## src/rtl/ram_stream_reader.sv

```systemverilog
// Streaming read master for a simple dual-port RAM. It issues reads under credit control and
// parks the returns in a 4-entry skid FIFO. Optional abort input: RAM_STREAM_READER_ABORT_EN.
module ram_stream_reader #(
  parameter int unsigned DATA_WIDTH = 8,
  parameter int unsigned ADDR_WIDTH = 9,
  parameter string       OUTPUT_REG = "TRUE"
) (
  input  logic                  clk,
  input  logic                  rst_n,
  input  logic                  start,
  input  logic [ADDR_WIDTH-1:0] base_addr,
  input  logic [ADDR_WIDTH:0]   length,
  output logic                  busy,
  output logic                  done,
  output logic                  re,
  output logic [ADDR_WIDTH-1:0] raddr,
  input  logic [DATA_WIDTH-1:0] rdata,
  output logic [DATA_WIDTH-1:0] m_data,
  output logic                  m_valid,
  input  logic                  m_ready,
`ifdef RAM_STREAM_READER_ABORT_EN
  input  logic                  abort,
`endif
  output logic                  m_last
);

  localparam int unsigned Lat = (OUTPUT_REG == "TRUE") ? 2 : 1;

  typedef enum logic [2:0] {StIdle, StIssue, StDrain, StFin, StAbort} state_e;

  state_e                state_q, state_d;
  logic [ADDR_WIDTH:0]   rem_q, rem_d;
  logic [ADDR_WIDTH-1:0] ptr_q, ptr_d, raddr_q, raddr_d;
  logic                  re_q, re_d, re_last_q, re_last_d;
  logic [Lat-1:0]        pipe_vld_q, pipe_vld_d, pipe_last_q, pipe_last_d;
  logic [DATA_WIDTH-1:0] mem_data_q [4];
  logic [3:0]            mem_last_q;
  logic [1:0]            rd_ptr_q, rd_ptr_d, wr_ptr_q, wr_ptr_d;
  logic [2:0]            count_q, count_d;
  logic                  m_valid_q, m_valid_d, m_last_q, m_last_d;
  logic [DATA_WIDTH-1:0] m_data_q, m_data_d;
  logic                  busy_q, done_q;
  logic [1:0]            wait_q, wait_d;

  logic                  accept, abort_req, push, pop;
  logic [2:0]            inflight_d;
  logic [3:0]            credit_d;
  logic [ADDR_WIDTH:0]   avail;
  logic [ADDR_WIDTH-1:0] ptr_cur;

`ifdef RAM_STREAM_READER_ABORT_EN
  assign abort_req = abort && ((state_q == StIssue) || (state_q == StDrain));
`else
  assign abort_req = 1'b0;
`endif

  // Control FSM
  always_comb begin
    state_d = state_q;
    wait_d  = wait_q;
    case (state_q)
      StIdle: begin
        if (start) begin
          state_d = (length == '0) ? StFin : StIssue;
        end
      end
      StIssue: begin
        // rem_q reaches zero in the same cycle the final re is on the port
        if (rem_q == '0) begin
          state_d = StDrain;
        end
      end
      StDrain: begin
        if (m_valid_q && m_ready && m_last_q) begin
          state_d = StFin;
        end
      end
      StFin: begin
        state_d = StIdle;
      end
      StAbort: begin
        if (wait_q == '0) begin
          state_d = StFin;
        end else begin
          wait_d = wait_q - 2'd1;
        end
      end
      default: begin
        state_d = StIdle;
      end
    endcase
    if (abort_req) begin
      state_d = StAbort;
      wait_d  = 2'(Lat - 1);
    end
  end

  // Datapath: in-flight pipe, FIFO bookkeeping, issue decision and stream head
  always_comb begin
    accept  = (state_q == StIdle) && start;
    pop     = m_valid_q && m_ready;
    push    = pipe_vld_q[Lat-1] && !abort_req;
    avail   = accept ? length : rem_q;
    ptr_cur = accept ? base_addr : ptr_q;

    pipe_vld_d[0]  = re_q;
    pipe_last_d[0] = re_last_q;
    for (int unsigned i = 1; i < Lat; i++) begin
      pipe_vld_d[i]  = pipe_vld_q[i-1];
      pipe_last_d[i] = pipe_last_q[i-1];
    end

    rd_ptr_d = rd_ptr_q + 2'(pop);
    wr_ptr_d = wr_ptr_q + 2'(push);
    count_d  = count_q + 3'(push) - 3'(pop);
    if (abort_req) begin
      pipe_vld_d  = '0;
      pipe_last_d = '0;
      rd_ptr_d    = '0;
      wr_ptr_d    = '0;
      count_d     = '0;
    end

    // Credit is judged on next-cycle occupancy because re itself is registered
    inflight_d = '0;
    for (int unsigned i = 0; i < Lat; i++) begin
      inflight_d = inflight_d + 3'(pipe_vld_d[i]);
    end
    credit_d = {1'b0, count_d} + {1'b0, inflight_d};

    re_d      = (accept || (state_q == StIssue)) && (avail != '0) && (credit_d < 4'd4) &&
                !abort_req;
    re_last_d = re_d && (avail == (ADDR_WIDTH+1)'(1));
    rem_d     = avail - (ADDR_WIDTH+1)'(re_d);
    if (abort_req) begin
      rem_d = '0;
    end

    ptr_d   = ptr_cur;
    raddr_d = raddr_q;
    if (re_d) begin
      raddr_d = ptr_cur;
      ptr_d   = ptr_cur + ADDR_WIDTH'(1);
    end

    m_valid_d = (count_d != '0);
    m_data_d  = m_data_q;
    m_last_d  = 1'b0;
    if (count_d != '0) begin
      // FIFO empty once this cycle's pop is done: the word being pushed becomes the head
      if ((count_q == '0) || ((count_q == 3'd1) && pop)) begin
        m_data_d = rdata;
        m_last_d = pipe_last_q[Lat-1];
      end else begin
        m_data_d = mem_data_q[rd_ptr_d];
        m_last_d = mem_last_q[rd_ptr_d];
      end
    end
  end

  always_ff @(posedge clk) begin
    if (push) begin
      mem_data_q[wr_ptr_q] <= rdata;
      mem_last_q[wr_ptr_q] <= pipe_last_q[Lat-1];
    end
  end

  always_ff @(posedge clk or negedge rst_n) begin
    if (!rst_n) begin
      state_q     <= StIdle;
      rem_q       <= '0;
      ptr_q       <= '0;
      raddr_q     <= '0;
      re_q        <= 1'b0;
      re_last_q   <= 1'b0;
      pipe_vld_q  <= '0;
      pipe_last_q <= '0;
      rd_ptr_q    <= '0;
      wr_ptr_q    <= '0;
      count_q     <= '0;
      m_valid_q   <= 1'b0;
      m_last_q    <= 1'b0;
      m_data_q    <= '0;
      busy_q      <= 1'b0;
      done_q      <= 1'b0;
      wait_q      <= '0;
    end else begin
      state_q     <= state_d;
      rem_q       <= rem_d;
      ptr_q       <= ptr_d;
      raddr_q     <= raddr_d;
      re_q        <= re_d;
      re_last_q   <= re_last_d;
      pipe_vld_q  <= pipe_vld_d;
      pipe_last_q <= pipe_last_d;
      rd_ptr_q    <= rd_ptr_d;
      wr_ptr_q    <= wr_ptr_d;
      count_q     <= count_d;
      m_valid_q   <= m_valid_d;
      m_last_q    <= m_last_d;
      m_data_q    <= m_data_d;
      busy_q      <= (state_d != StIdle);
      done_q      <= (state_d == StFin);
      wait_q      <= wait_d;
    end
  end

  assign busy    = busy_q;
  assign done    = done_q;
  assign re      = re_q;
  assign raddr   = raddr_q;
  assign m_data  = m_data_q;
  assign m_valid = m_valid_q;
  assign m_last  = m_last_q;

endmodule

```

## config.mk

```make
export PLATFORM = sky130hd
export DESIGN_NAME = ram_stream_reader
export DESIGN_NICKNAME = d
export VERILOG_FILES = /design/src/rtl/ram_stream_reader.sv
export SDC_FILE = /design/constraint.sdc
export NUM_CORES = 1
export LEC_CHECK = 0
export ABC_CLOCK_PERIOD_IN_PS = 3310
export CAP_MARGIN = 10
export CORE_UTILIZATION = 40
export CTS_BUF_LIST = sky130_fd_sc_hd__clkbuf_8
export DETAILED_ROUTE_END_ITERATION = 8
export PLACE_DENSITY = 0.7
export SYNTH_ARGS = -nofsm -noshare
export SYNTH_HDL_FRONTEND = slang
export SYNTH_SLANG_ARGS = --single-unit
```

## constraint.sdc

```tcl
create_clock -name clk -period 3.31 [get_ports clk]
set_input_delay 0.331 -clock clk [delete_from_list [all_inputs] [get_ports clk]]
set_output_delay 0.331 -clock clk [all_outputs]
set_load 0.01 [all_outputs]
```

; ---- After elaboration in Yosys (flattened, before gate mapping)
; Memories as Yosys holds them, arrays and structs flattened.
; Index checks and enable logic that the tools add are counted.
[word_totals]
regBits = 62
latchBits = 0
mem_bits_rw = 32
romBits = 0
inputBits = 31
out_inout_bits = 22
wordCells = 77
mem_count = 1
[op_classes]
n_addsub = 9
mul = 0
div_mod_pow = 0
n_lt_le_gt_ge = 4
eq_ne = 6
shifts = 0
n_mux = 19
bitwise = 1
n_reduce_logical = 19
[mem_list]
columns = name, depth, word_bits, read_ports, rd_clocked_by_memory_dff, write_ports, line
row1 = mem_data_q, 4, 8, 1, 0, 1, 36  ; logic [DATA_WIDTH-1:0] mem_data_q [4];
[ops]
columns = operator, count
row1 = $logic_not 10->1, 2
row2 = $mux 9, 2
row3 = $mux 3, 4
row4 = $pmux 3 s4, 1
row5 = $eq 10x1->1 const B, 1
row6 = $mux 10, 1
row7 = $reduce_bool 10->1, 1
row8 = $sub 10x1->10, 1
row9 = $add 9x1->9 const B, 1
row10 = $logic_and 1x1->1, 8
row11 = $mux 8, 1
row12 = $eq 3x1->1 const B, 2
row13 = $eq 3x2->1 const B, 2
row14 = $logic_not 3->1, 2
row15 = $lt 2x3->1 const B, 2
row16 = $mux 1, 6
row17 = $reduce_bool 3->1, 2
row18 = $add 2x1->2, 2
row19 = $add 3x2->4, 1
row20 = $bwmux 4, 1
row21 = $lt 4x3->1 const B, 1
row22 = $add 3x1->3, 1
row23 = $eq 3x3->1 const B, 1
row24 = $sub 3x1->3, 1
row25 = 10 further kinds, 11

; ---- Depth between registers and ports, before layout
[logic_depth]
ltp_word = 7
mapped_depth = 15
mapped_depth_nobuf = 14

; ---- Least setup slack after synthesis
; OpenSTA, ideal clock, no wires.
[synth_timing]
path_type = register to register
start = register m_valid_q (netlist: m_valid)
end = register rem_q[7]
setup_ns = 0.146
arrival_ns = 3.230
required_time_ns = 3.164
path_slack_ns = -0.067
stages_incl_launch_ff = 16
n_path_buf = 1
synth_period_minus_slack_ns = 3.377
path_cell_list = dfrtp_1 > nand2_1 > or2_2 > nand2_1 > ha_1 > ha_1 > a21o_1 > a2111o_1 > nand2b_1 > buf_4 > inv_2 > ha_1 > o21ai_1 > or4_1 > xor2_1 > mux2i_1
[synth_between]
elab_chain_len = 6
[synth_lines]
columns = item, line
row1 = from (decl), 40  ; logic m_valid_q, m_valid_d, m_last_q, m_last_d;
row2 = from (signal assigned), 199  ; m_valid_q <= m_valid_d;
row3 = $logic_and 1x1->1, 101  ; pop = m_valid_q && m_ready;
row4 = $sub 3x1->3, 115  ; count_d = count_q + 3'(push) - 3'(pop);
row5 = net count_d[0], 39  ; logic [2:0] count_q, count_d;
row6 = $add 3x2->4, 129  ; credit_d = {1'b0, count_d} + {1'b0, inflight_d};
row7 = $lt 4x3->1, 131  ; re_d = (accept || (state_q == StIssue)) && (avail != '0) && (credit_d < 4'd4) &&
row8 = $logic_and 1x1->1, 131
row9 = net re_d, 34  ; logic re_q, re_d, re_last_q, re_last_d;
row10 = $sub 10x1->10, 134  ; rem_d = avail - (ADDR_WIDTH+1)'(re_d);
row11 = net rem_d[7], 32  ; logic [ADDR_WIDTH:0] rem_q, rem_d;
row12 = to (signal assigned), 189  ; rem_q <= rem_d;
row13 = to (decl), 32
; The timed path passes the listed nets, and every way through them passes these cells.
; A chain may end at the register's enable or synchronous reset.

; ---- Worst setup path after layout
[layout_timing]
start = input port m_ready
end = register rem_q[7]
[layout_between]
elab_chain_len = 6
[layout_lines]
columns = item, line
row1 = from (decl), 20  ; input logic m_ready,
row2 = $logic_and 1x1->1, 101
row3 = $sub 3x1->3, 115
row4 = net count_d[0], 39
row5 = $add 3x2->4, 129
row6 = $lt 4x3->1, 131
row7 = $logic_and 1x1->1, 131
row8 = net re_d, 34
row9 = $sub 10x1->10, 134
row10 = net rem_d[7], 32
; The timed path passes the listed nets, and every way through them passes these cells.

==> impl_metrics.json <==
{
  "drive_gt1_share_pct": 16.08,
  "die_y_um": 104.4,
  "post_drt_via_cell_ratio": 4.961,
  "dp_hpwl_mm": 5.686,
  "critical_path_class": "in -> reg",
  "period_share_pct": 94.68,
  "ys_ff_latch": 94,
  "synth_area_leaders": "dfrtp_1 (35%), edfxtp_1 (26%), mux2i_1 (7.2%)",
  "crit_arrival_ns": 3.43,
  "wl_per_cell_um": 14.82,
  "worst-path-stages": 15,
  "hold_ws_ns": 0.3444,
  "start_util_pct": 41.02,
  "antenna_found_initial": 0,
  "synth-seq-area-share_pct": 60.35,
  "htreeDepth": 3,
  "r2r-end": "rem_q[7]",
  "clockRootBuffer": "clkbuf_8",
  "mostFrequentLayoutCell": "dfrtp_1",
  "fin_ws_ns": 0.1759,
  "totalWireLength_mm": 7.916,
  "nets": 433,
  "tritoncts": "yes",
  "skew_ns": 0.01697,
  "cp_cell_sequence": "clkdlybuf4s50_1 -> nand2_2 -> or2_2 -> nand2_1 -> ha_1 -> ha_1 -> a21o_1 -> a2111o_1 -> nand2b_4 -> inv_2 -> ha_4 -> o21ai_2 -> or4_1 -> xor2_1 -> mux2i_1",
  "drt_iter0_markers": 97,
  "synth_nets": 359,
  "setup-violations-final": 0,
  "firstDrtPassIters": 4,
  "grt_pass1_vias": 2814,
  "dp_slack_ns": -0.2792,
  "critPathMostFrequentCell": "ha_1",
  "area_growth_pct": 24.69,
  "post-route-util_pct": 51.14,
  "design.portCount": 53,
  "via_count": 2649,
  "power_mw": 5.166,
  "yosysWarnings": 0,
  "outcome": "complete, no violations",
  "worstHoldPathType": "reg -> reg",
  "place_congestion": 0.7528,
  "cts_made_buffers": 9,
  "cp_top_family": "simple AND/OR/NAND/NOR gates",
  "relSlewSlack_pct": 42.78,
  "clkTransAtPathRegs_ns": 0.11,
  "synth_flop_cell": "dfrtp_1",
  "reg2reg_slack_ns": 0.25,
  "yosysTopAreaCellShare_pct": 34.59,
  "cts_setup_buffers": 0,
  "chipWidth_um": 104.4,
  "r2r-start": "m_valid",
  "worst_pin_slew_ns": 0.8552,
  "setup.worst_path.end": "rem_q[7]",
  "syn_inst": 319,
  "layout_common_cells": "dfrtp_1 (58), clkdlybuf4s50_1 (51), edfxtp_1 (36), mux2i_1 (30), nand2_1 (26)",
  "rr_worst_depth": 14,
  "async_reset_ff_share_pct": 61.70,
  "clk_latency_ns": 0.37,
  "grt_setup_unrepaired": "false",
  "ys_types": 50,
  "insertedDiodeCount": 0,
  "p_per_area_mw_per_mm2": 987.3,
  "detail-route-antenna-nets": 0,
  "core_mm2": 0.01023,
  "crit_fanout": 3,
  "hold_viol": 0,
  "syn_area_per_cell_um2": 13.16,
  "drcViolationCount": 0,
  "synth-edff-count": 36,
  "cts_buffer_depth": 2,
  "synth.largest_area_cell": "dfrtp_1",
  "cp-start-kind": "input port",
  "die_area_mm2": 0.01090,
  "cp.buffers_inverters": 2,
  "placementRows": 37,
  "critPathRequiredTime_ns": 3.60,
  "p_leak_nw": 2.187,
  "cp-end-kind": "register",
  "io_buffers": 52,
  "cpPeakStageDelay_ns": 0.47,
  "period_minus_slack_ns": 3.134,
  "grt_usage_pct": 15.84,
  "fmax_mhz": 319.1,
  "grt_pass1_wl_mm": 13.42,
  "grt_max_degree": 40,
  "syn_area_mm2": 0.004197,
  "grt_overflow": 0,
  "cts_sinks": 94,
  "maxCapViolCount": 0,
  "ir_drop_uv": 504.6,
  "drv_slew": 0,
  "cp_slowest_cell": "clkdlybuf4s50_1",
  "cp-startpoint": "m_ready"
}
-- cells in the mapped netlist (all sizes together), types with 2 or more instances --
| cell type | number |
|---|---|
| a211oi | 2 |
| nand3 | 9 |
| nor4 | 2 |
| a31oi | 2 |
| a21oi | 3 |
| and3 | 2 |
| xor2 | 8 |
| ha | 8 |
| edfxtp | 36 |
| mux4 | 9 |
| nand2 | 27 |
| nor3 | 9 |
| or4 | 6 |
| nor2 | 22 |
| xnor2 | 16 |
| o21ai | 22 |
| or2 | 3 |
| nor4b | 2 |
| mux2i | 30 |
| dfrtp | 58 |
| inv | 11 |
| buf | 10 |
| and2 | 2 |
| or3 | 3 |
-- cell type report --
type / count / area (um^2)
clock buffer: 9 / 123.9
clock inverter: 7 / 83.83
fill: 879 / 4999
inverter: 11 / 41.29
multi-input combinational: 203 / 1598
sequential: 94 / 2532
tap: 136 / 170.2
timing repair buffer: 74 / 683.2
-- metal layers --
metal  up-vias  GRT usage (%)  part of all wire (%)
met4         0          5.306                   1.5
met3        14          3.571                   3.8
met5         -              0                     0
met1      1281          19.26                    45
li1       1301              -                     -
met2        53          27.67                    50
-- repair_timing --
action,in CTS,in global routing
hold buffers,1,0
endpoints found under the setup margin,0,2
hold endpoints to repair,19,0
gates resized for setup,0,1
-- logic make-up (layout without fill, tap and decap cells) --
kind of cell / count (synthesis) / count (layout) / synth area share (%)
compound gates: 35 / 35 / 4.830
mux: 40 / 40 / 12.25
fa+ha+maj: 9 / 9 / 2.862
xor+xnor: 25 / 25 / 5.725
flops: 94 / 94 / 60.35
buf+inv: 22 / 101 / 2.474
simple gates: 94 / 94 / 11.51
-- registers in the layout, summed over array words and instances (netlist names) --
signal       count
pipe_last_q      2
re_last_q        1
count_q          3
done             1
m_valid          1
ptr_q            9
rd_ptr_q         2
busy             1
wait_q           2
raddr            9
pipe_vld_q       2
re               1
rem_q           10
wr_ptr_q         2
mem_data_q      32
mem_last_q       4
m_last           1
state_q          3
m_data           8
-- worst register-to-register path, cell delays in order (launching register included) --
cell and delay, ns:
dfrtp_1 0.37, nand2_2 0.07, or2_2 0.28, nand2_1 0.07, ha_1 0.24, ha_1 0.28, a21o_1 0.15, a2111o_1 0.39
nand2b_4 0.16, inv_2 0.08, ha_4 0.14, o21ai_2 0.06, or4_1 0.42, xor2_1 0.16, mux2i_1 0.13
-- power by group --
part           internal (mW)  switching [mW]  total (mW)
Combinational           1.27            1.21        2.48
Clock                  0.307           0.462       0.769
Sequential              1.67           0.246        1.92
-- metrics by stage --
| step | instances | setup TNS, ns | instance area [um^2] |
|---|---|---|---|
| floorplan | 319 | 0 | 4215 |
| global placement | 517 | -0.5002 | 5007 |
| detailed placement | 517 | -1.011 | 5007 |
| CTS | 534 | 0 | 5225 |
| global route | 534 | 0 | 5233 |
| finish | 534 | 0 | 5233 |
-- worst min-delay path by stage --
stage                         startpoint        endpoint  slack (ns)  cells past startpoint
after global placement             rst_n        raddr[6]        0.31                      1
final                     pipe_last_q[0]  pipe_last_q[1]        0.34                      0
after CTS                 pipe_last_q[0]  pipe_last_q[1]        0.35                      0
after detailed placement           rst_n        ptr_q[6]        0.31                      1
after global routing      pipe_last_q[0]  pipe_last_q[1]        0.37                      0
after floorplan                    rst_n            busy        0.04                      0
Note: power is estimated with default switching activity, not from simulation.
